$ cat config.mk
export PLATFORM = sky130hd
export DESIGN_NAME = stream_unpacker_flat
export DESIGN_NICKNAME = d
export VERILOG_FILES = /design/src/rtl/stream_unpacker_pkg.sv /design/src/rtl/stream_unpacker_if.sv /design/src/rtl/stream_unpacker.sv /design/src/flat_wrapper.sv
export SDC_FILE = /design/constraint.sdc
export NUM_CORES = 1
export LEC_CHECK = 0
export ABC_CLOCK_PERIOD_IN_PS = 2900
export CAP_MARGIN = 20
export CORE_UTILIZATION = 30
export DETAILED_ROUTE_END_ITERATION = 10
export GPL_TIMING_DRIVEN = 0
export PLACE_DENSITY = 0.69
export SYNTH_ARGS = -nofsm -noshare
export SYNTH_HDL_FRONTEND = slang
export SYNTH_SLANG_ARGS = --single-unit
$ cat constraint.sdc
create_clock -name clk -period 2.9 [get_ports clk]
set_clock_uncertainty 0.05 [all_clocks]
set_input_delay 0.435 -clock clk [delete_from_list [all_inputs] [get_ports clk]]
set_output_delay 0.435 -clock clk [all_outputs]
set_load 0.005 [all_outputs]
$ cat src/rtl/stream_unpacker_pkg.sv
// Shared types, default widths and sizing helpers for the stream unpacker
// and the dump-file bench stages that surround it.
package tb_stream_pkg;

   // Width of one record word as it comes out of dump.bin.
   localparam int DUMP_WIDTH = 48;

   // Width of one lane on the narrow-datapath side.
   localparam int LANE_WIDTH = 16;

   // EMPTY: no word held. SHIFT: a word is held and beats are being emitted.
   typedef enum logic {
      EMPTY,
      SHIFT
   } unpack_state_e;

   // Number of output beats needed to carry one input word (ceiling division).
   function automatic int beats_for(input int in_w, input int out_w);
      return (in_w + out_w - 1) / out_w;
   endfunction

   // Width of a beat index; never narrower than one bit so a single-beat
   // configuration still has a real out_idx port.
   function automatic int idx_width(input int beats);
      return (beats > 1) ? $clog2(beats) : 1;
   endfunction

endpackage

$ cat src/rtl/stream_unpacker_if.sv
// Handshake bundle for the stream unpacker: a wide word-in side and a
// narrow beat-out side. The slave modport is the unpacker's view, the
// master modport is the view of whatever surrounds it (file reader + sink).
interface stream_unpacker_if
   import tb_stream_pkg::*;
#(
   parameter int IN_WIDTH  = DUMP_WIDTH,
   parameter int OUT_WIDTH = LANE_WIDTH
);

   localparam int BEATS = beats_for(IN_WIDTH, OUT_WIDTH);
   localparam int IDX_W = idx_width(BEATS);

   logic                 in_valid;
   logic                 in_ready;
   logic [IN_WIDTH-1:0]  in_data;
   logic                 in_last;

   logic                 out_valid;
   logic                 out_ready;
   logic [OUT_WIDTH-1:0] out_data;
   logic                 out_last;
   logic [IDX_W-1:0]     out_idx;
   logic                 busy;

   modport slave (
      input  in_valid,
      input  in_data,
      input  in_last,
      output in_ready,
      output out_valid,
      input  out_ready,
      output out_data,
      output out_last,
      output out_idx,
      output busy
   );

   modport master (
      output in_valid,
      output in_data,
      output in_last,
      input  in_ready,
      input  out_valid,
      output out_ready,
      input  out_data,
      input  out_last,
      input  out_idx,
      input  busy
   );

endinterface

$ cat src/rtl/stream_unpacker.sv
// Serialises each IN_WIDTH-bit word into OUT_WIDTH-bit beats, LSB first,
// carrying the frame-end flag onto the final beat of the word. A new word
// can be taken on the same edge the final beat leaves, so a steady stream
// runs at one beat per cycle with no bubbles between words.
module stream_unpacker
   import tb_stream_pkg::*;
#(
   parameter int IN_WIDTH  = DUMP_WIDTH,
   parameter int OUT_WIDTH = LANE_WIDTH
) (
   input logic             clk,
   input logic             rst,
   stream_unpacker_if.slave bus
);

   localparam int BEATS  = beats_for(IN_WIDTH, OUT_WIDTH);
   localparam int IDX_W  = idx_width(BEATS);
   localparam int HELD_W = BEATS * OUT_WIDTH;
   localparam logic [IDX_W-1:0] LAST_IDX = IDX_W'(BEATS - 1);

   unpack_state_e     state_q, state_d;
   logic [HELD_W-1:0] held_q, held_d;
   logic              held_last_q, held_last_d;
   logic [IDX_W-1:0]  idx_q, idx_d;

   logic out_valid_w;
   logic beat_xfer;
   logic final_xfer;
   logic in_ready_w;
   logic accept;

   // Handshake decode: a beat leaves on valid&&ready, and the slot frees up
   // either when idle or as the final beat of the held word is taken.
   always_comb begin
      out_valid_w = (state_q == SHIFT);
      beat_xfer   = out_valid_w && bus.out_ready;
      final_xfer  = beat_xfer && (idx_q == LAST_IDX);
      in_ready_w  = !rst && ((state_q == EMPTY) || final_xfer);
      accept      = bus.in_valid && in_ready_w;
   end

   // Next-state logic: a fresh accept wins over draining, so a final-beat
   // transfer and a new word on the same edge keeps the unpacker in SHIFT.
   always_comb begin
      state_d     = state_q;
      held_d      = held_q;
      held_last_d = held_last_q;
      idx_d       = idx_q;
      if (accept) begin
         held_d                 = '0;
         held_d[IN_WIDTH-1:0]   = bus.in_data;
         held_last_d            = bus.in_last;
         idx_d                  = '0;
         state_d                = SHIFT;
      end else if (final_xfer) begin
         held_d      = '0;
         held_last_d = 1'b0;
         idx_d       = '0;
         state_d     = EMPTY;
      end else if (beat_xfer) begin
         idx_d = idx_q + IDX_W'(1);
      end
   end

   // State, holding register and beat counter; reset drops any held word.
   always_ff @(posedge clk) begin
      if (rst) begin
         state_q     <= EMPTY;
         held_q      <= '0;
         held_last_q <= 1'b0;
         idx_q       <= '0;
      end else begin
         state_q     <= state_d;
         held_q      <= held_d;
         held_last_q <= held_last_d;
         idx_q       <= idx_d;
      end
   end

   // Outputs come straight from registered state; only in_ready looks at
   // out_ready, which is what lets words run back to back.
   always_comb begin
      bus.in_ready  = in_ready_w;
      bus.out_valid = out_valid_w;
      bus.busy      = out_valid_w;
      bus.out_idx   = idx_q;
      bus.out_data  = held_q[int'(idx_q) * OUT_WIDTH +: OUT_WIDTH];
      bus.out_last  = out_valid_w && held_last_q && (idx_q == LAST_IDX);
   end

endmodule

$ cat src/flat_wrapper.sv
// flat-port wrapper written by rule: the top's interface ports become plain ports
module stream_unpacker_flat import tb_stream_pkg::*;
#(
   parameter int IN_WIDTH  = DUMP_WIDTH,
   parameter int OUT_WIDTH = LANE_WIDTH
)
  (clk, rst, bus_in_valid, bus_in_data, bus_in_last, bus_in_ready, bus_out_valid, bus_out_ready, bus_out_data, bus_out_last, bus_out_idx, bus_busy);
  stream_unpacker_if #(.IN_WIDTH(IN_WIDTH), .OUT_WIDTH(OUT_WIDTH)) bus_i ();
  input logic clk;
  input logic rst;
  input wire logic [$bits(bus_i.in_valid)-1:0] bus_in_valid;
  input wire logic [$bits(bus_i.in_data)-1:0] bus_in_data;
  input wire logic [$bits(bus_i.in_last)-1:0] bus_in_last;
  output wire logic [$bits(bus_i.in_ready)-1:0] bus_in_ready;
  output wire logic [$bits(bus_i.out_valid)-1:0] bus_out_valid;
  input wire logic [$bits(bus_i.out_ready)-1:0] bus_out_ready;
  output wire logic [$bits(bus_i.out_data)-1:0] bus_out_data;
  output wire logic [$bits(bus_i.out_last)-1:0] bus_out_last;
  output wire logic [$bits(bus_i.out_idx)-1:0] bus_out_idx;
  output wire logic [$bits(bus_i.busy)-1:0] bus_busy;
  assign bus_i.in_valid = bus_in_valid;
  assign bus_i.in_data = bus_in_data;
  assign bus_i.in_last = bus_in_last;
  assign bus_in_ready = bus_i.in_ready;
  assign bus_out_valid = bus_i.out_valid;
  assign bus_i.out_ready = bus_out_ready;
  assign bus_out_data = bus_i.out_data;
  assign bus_out_last = bus_i.out_last;
  assign bus_out_idx = bus_i.out_idx;
  assign bus_busy = bus_i.busy;
  stream_unpacker #(.IN_WIDTH(IN_WIDTH), .OUT_WIDTH(OUT_WIDTH)) u_core (.clk(clk), .rst(rst), .bus(bus_i));
endmodule
**Yosys cells after proc, flatten, opt, wreduce, memory -nomap -nowiden**

Cells that the tools add are included.
Widths: inputs -> output; s select.

- Word-level logic and storage cells: 23
- Register bits: 52
- Output and inout bits: 22
- Bits of input ports: 53

- Equality and inequality tests: 1
- Muxes and demuxes: 5
- Shift operators: 1
- Bitwise logic cells: 1
- Reductions and logical operators: 10
- $add $sub $neg: 1

Operators by type and width:

| kind | count |
|---|---|
| $mux 48 | 2 |
| $shiftx 48x7->16 | 1 |
| $logic_and 1x1->1 | 6 |
| $mux 1 | 3 |
| $reduce_or 3->1 | 1 |
| $add 2x1->2 const B | 1 |
| $eq 2x2->1 const B | 1 |
| $reduce_bool 2->1 | 1 |
| $logic_not 1->1 | 1 |
| $logic_or 1x1->1 | 1 |
| $not 1->1 | 1 |

**Longest topological paths before layout**

- Word-level depth: 6
- Depth in mapped cells: 10
- Gate-level depth less buffers: 5

**Worst setup path after synthesis**

Ideal clock, no wire load.

- Path type: register to register
- Start: register u_core.idx_q[0], in the netlist u_core.bus.out_idx[0]
- End: register u_core.held_q[18]
- Setup slack: 0.675 ns
- Required time: 2.733 ns
- Arrival: 2.058 ns
- Stages on the path, launching flop included: 11
- Library setup time: 0.117 ns
- Period minus slack after synthesis: 2.225 ns
- Buffers on the path: 5
- Path through: dfxtp_1 -> buf_2 -> buf_2 -> buf_1 -> inv_1 -> ha_1 -> a21boi_2 -> nor3b_2 -> buf_6 -> buf_2 -> a22o_1

- Word-level cells in the longest chain between the ends: 6
- Elaborated cells on any way between the ends: 7
- Classes of those cells: eq/ne (1); mux (1); reduce/logical (5)

RTL lines:

| item | RTL line | RTL |
|---|---|---|
| start: declaration | stream_unpacker.sv:24 | `logic [IDX_W-1:0] idx_q, idx_d;` |
| start signal: assignment | stream_unpacker.sv:76 | `idx_q <= idx_d;` |
| $eq 2x2->1 (*) | stream_unpacker.sv:37 | `final_xfer = beat_xfer && (idx_q == LAST_IDX);` |
| $logic_and 1x1->1 (*) | stream_unpacker.sv:37 |  |
| $logic_or 1x1->1 | stream_unpacker.sv:38 | `in_ready_w = !rst && ((state_q == EMPTY) \|\| final_xfer);` |
| $logic_and 1x1->1 | stream_unpacker.sv:38 |  |
| $logic_and 1x1->1 | stream_unpacker.sv:39 | `accept = bus.in_valid && in_ready_w;` |
| $mux 48 / $reduce_bool 2->1 (equally long branches) | - |  |
| end signal: assignment | stream_unpacker.sv:74 | `held_q <= held_d;` |
| end: declaration | stream_unpacker.sv:22 | `logic [HELD_W-1:0] held_q, held_d;` |

Mark *: on every way between the ends. The rest lies on a longest branch, timed or not.
A chain may end at the register's enable or synchronous reset.

**Worst setup path after layout**

- Start: register u_core.idx_q[0], in the netlist u_core.bus.out_idx[0]
- End: output port bus_in_ready

- Word-level cells in the longest chain between the ends: 4

RTL lines:

| item | RTL line | RTL |
|---|---|---|
| $eq 2x2->1 | stream_unpacker.sv:37 |  |
| $logic_and 1x1->1 | stream_unpacker.sv:37 |  |
| $logic_or 1x1->1 | stream_unpacker.sv:38 |  |
| $logic_and 1x1->1 | stream_unpacker.sv:38 |  |
| end: declaration | flat_wrapper.sv:14 | `output wire logic [$bits(bus_i.in_ready)-1:0] bus_in_ready;` |

Every way passes these cells.

==> run metrics <==
critical path startpoint category=register; Tmin final=2682 ps; post-synthesis cell type with the largest combined area=sky130_fd_sc_hd__dfxtp_1; clock-pin slew on the worst setup and hold paths=100 ps; Die W=84.66 µm; number of input and output port buffers inserted=74; number of nets in the layout=318; vias in the first global route=1783; via-per-instance ratio=4.994; CTS Buf Count=5; leading post-synthesis cells by cell area=sky130_fd_sc_hd__dfxtp_1, sky130_fd_sc_hd__a22o_1, sky130_fd_sc_hd__mux2i_1, sky130_fd_sc_hd__o22ai_1, sky130_fd_sc_hd__buf_6; Final Routed Wirelength=5661 µm; Crit Path Class=reg -> out; H-tree lvl count=2; switching part of the total=24.09%; number of antenna violations at the first check in global routing=0; average cell area after synthesis=11.14 µm²; starting density of the core=31.73%; DRC Markers=3; number of violations of the max-capacitance limit=0; final antenna-violating net count=0; crit end category=primary output; maximum clock frequency=372.9 MHz; most frequent cells in the layout=sky130_fd_sc_hd__clkdlybuf4s50_1, sky130_fd_sc_hd__dfxtp_1, sky130_fd_sc_hd__a22o_1; share of the synthesized area in the top cell type=50.79%; Post-DP HPWL=4311 µm; switching power total=375.5 µW; Comb pwr share=17.0%; count of final setup violators=0; worst slew margin relative to its limit=64.19%; wire length of the first global-routing pass=9204 µm; area growth from synthesis to final layout=46.40%; Final Non-Filler Cells=342; count of pins over their slew limit=0; final-report hold violation count=0; Critical Path Start=u_core.bus.out_idx[0]; total leakage power=1.126 nW; maximum number of pins on one net before global-route repair=20; part of the power in the clock network=32.6%; synthesized netlist cell count=184; clock latency at the later pin of the worst-skew pair=310 ps; number of sinks driven by the clock tree=52; ANT cells=0; Critical path buffers and inverters=4; Worst Path Max Fanout=19; buffers inserted by post-CTS timing repair=0; number of distinct library cells after synthesis=23; detailed-routing iteration count for the pre-antenna-repair pass=7; most common cell after layout, fill and taps aside=sky130_fd_sc_hd__clkdlybuf4s50_1; worst stage delay on the critical path=440 ps; number of hold-repair buffers added at the cts stage=0; HP Start=u_core.held_last_q; mean routed wirelength per cell=16.55 µm; filler cell count in the final layout=640; layout cells sized above 1=10.19%; vias post-DR=1708; endpoint required time on the critical path=2410 ps; number of synthesized register bits=52; worst hold slack=429.0 ps; class of the worst hold path=reg -> reg; peak supply drop=0.3118 mV; count of boundary I/O pins=75; clock root buffer=sky130_fd_sc_hd__clkbuf_8; Core ar.=6459 µm²; Arrival @ worst endpoint=2200 ps; GR Util All Layers=16.69%; final worst path period share=92.47%; unrepaired setup endpoints after global routing=false; slew at the pin with the worst max-slew slack=537.1 ps; global route total overflow=0; Critical-path top delay cell=sky130_fd_sc_hd__clkdlybuf4s50_1; syn_nets=238; outcome=complete, but fails checks; Ys Warns=0; # placed instances=335; worst path cell trace=buf_2 -> buf_4 -> inv_1 -> ha_1 -> a21boi_2 -> nor2_1 -> clkdlybuf4s50_1; Internal Power=1.183 mW; GP Congestion=0.8183; DIE AREA=7166 µm²; failing checks=DRC; clock tree from TritonCTS=done; cell area power density=519.5 nW/µm²; Die Ht=84.66 µm; critical register-to-register path startpoint=u_core.bus.out_idx[0]; TNS Setup=0 ps; total standard cell area after synthesis=2049 µm²; number of rows in the core area=29; drt first-iter violations=89; critical path's top delay family=buffers and inverters; number of buffers on the longest clock path=2; sequential element share of the synthesized area=50.79%; fraction of power consumed by sequential logic=50.4%
cells in the mapped netlist:
master,instances
sky130_fd_sc_hd__a311oi_4,1
sky130_fd_sc_hd__buf_1,1
sky130_fd_sc_hd__nand2_1,17
sky130_fd_sc_hd__xnor2_1,1
sky130_fd_sc_hd__ha_1,1
sky130_fd_sc_hd__a22o_2,1
sky130_fd_sc_hd__a22o_1,48
sky130_fd_sc_hd__buf_2,6
sky130_fd_sc_hd__nor2b_2,1
sky130_fd_sc_hd__a21oi_1,1
sky130_fd_sc_hd__inv_1,1
sky130_fd_sc_hd__clkbuf_1,5
sky130_fd_sc_hd__nor3b_2,1
sky130_fd_sc_hd__o22ai_1,16
sky130_fd_sc_hd__buf_4,1
sky130_fd_sc_hd__and3_2,1
sky130_fd_sc_hd__dfxtp_1,52
sky130_fd_sc_hd__buf_6,6
sky130_fd_sc_hd__a31oi_1,1
sky130_fd_sc_hd__and2_1,2
sky130_fd_sc_hd__mux2i_1,16
sky130_fd_sc_hd__a21boi_2,1
sky130_fd_sc_hd__nor2_1,3
per-layer routing:
| layer | up-vias | routed length, µm | track usage (%) |
|---|---|---|---|
| met1 | 792 | 2601 | 21.62 |
| met3 | 8 | 286 | 3.736 |
| met4 | 0 | 85 | 5.701 |
| met5 | - | 0 | 0 |
| li1 | 854 | - | - |
| met2 | 54 | 2688 | 27.49 |
power by group through the flow:
stage	Combinational (mW)	Clock (mW)	Sequential [mW]
after floorplan	0.119	0	0.793
after global placement	0.264	0	0.799
after detailed placement	0.267	0	0.801
after CTS	0.268	0.513	0.784
after global routing	0.284	0.545	0.790
final	0.266	0.508	0.785
worst paths after layout:
| path | cells past startpoint | end | slack (ps) |
|---|---|---|---|
| worst max register to register | 8 | u_core.held_q[0] | 640 |
| worst min register to register | 1 | u_core.held_last_q | 430 |
| worst max-delay path | 7 | bus_in_ready | 220 |
| worst min-delay path | 1 | u_core.held_last_q | 430 |
through the flow:
stage / cell area, µm² / total power [mW] / utilization (%) / worst slack (ps)
CTS: 2998 / 1.565 / 46.42 / 70.57
global placement: 2887 / 1.064 / 44.69 / 169.6
finish: 3000 / 1.559 / 46.45 / 218.3
floorplan: 2049 / 0.9122 / - / 675.3
global route: 3000 / 1.620 / 46.45 / 29.59
detailed placement: 2887 / 1.067 / 44.69 / 153.9
repair_timing:
item	CTS	global route
gates resized for setup	0	2
gates cloned	0	0
setup endpoints to repair	2	2
pin swaps	0	0
worst register-to-register path, stage by stage, from the launching register on:
cell and delay [ps]:
sky130_fd_sc_hd__dfxtp_1 320, sky130_fd_sc_hd__buf_2 180, sky130_fd_sc_hd__buf_4 220, sky130_fd_sc_hd__inv_1 80
sky130_fd_sc_hd__ha_1 250, sky130_fd_sc_hd__a21boi_2 110, sky130_fd_sc_hd__nor3b_2 320, sky130_fd_sc_hd__clkbuf_1 470
sky130_fd_sc_hd__a22o_1 210
state kept, by name, indices dropped and copies added (netlist names):
signal,count
u_core.held_q,48
u_core.bus.out_idx,2
u_core.bus.busy,1
u_core.held_last_q,1
area by class of cell:
type | instances | area [µm²] | area share (%)
Multi-Input combinational cell | 112 | 877.1 | 29.23
Inverter | 1 | 3.754 | 0.1251
Tap cell | 77 | 96.34 | 3.211
Sequential cell | 52 | 1041 | 34.70
Buffer | 18 | 126.4 | 4.212
Clock inverter | 3 | 46.29 | 1.543
Clock buffer | 5 | 68.82 | 2.294
Timing Repair Buffer | 74 | 740.7 | 24.69
kinds of logic after synthesis:
| kind of cell | share of synthesized area, % |
|---|---|
| buf+inv | 6.410 |
| fa+ha+maj | 0.6104 |
| xor+xnor | 0.4274 |
| simple gates | 5.678 |
| flops | 50.79 |
| compound gates | 28.27 |
| mux | 7.814 |
Note: power is estimated with default switching activity, not from simulation.
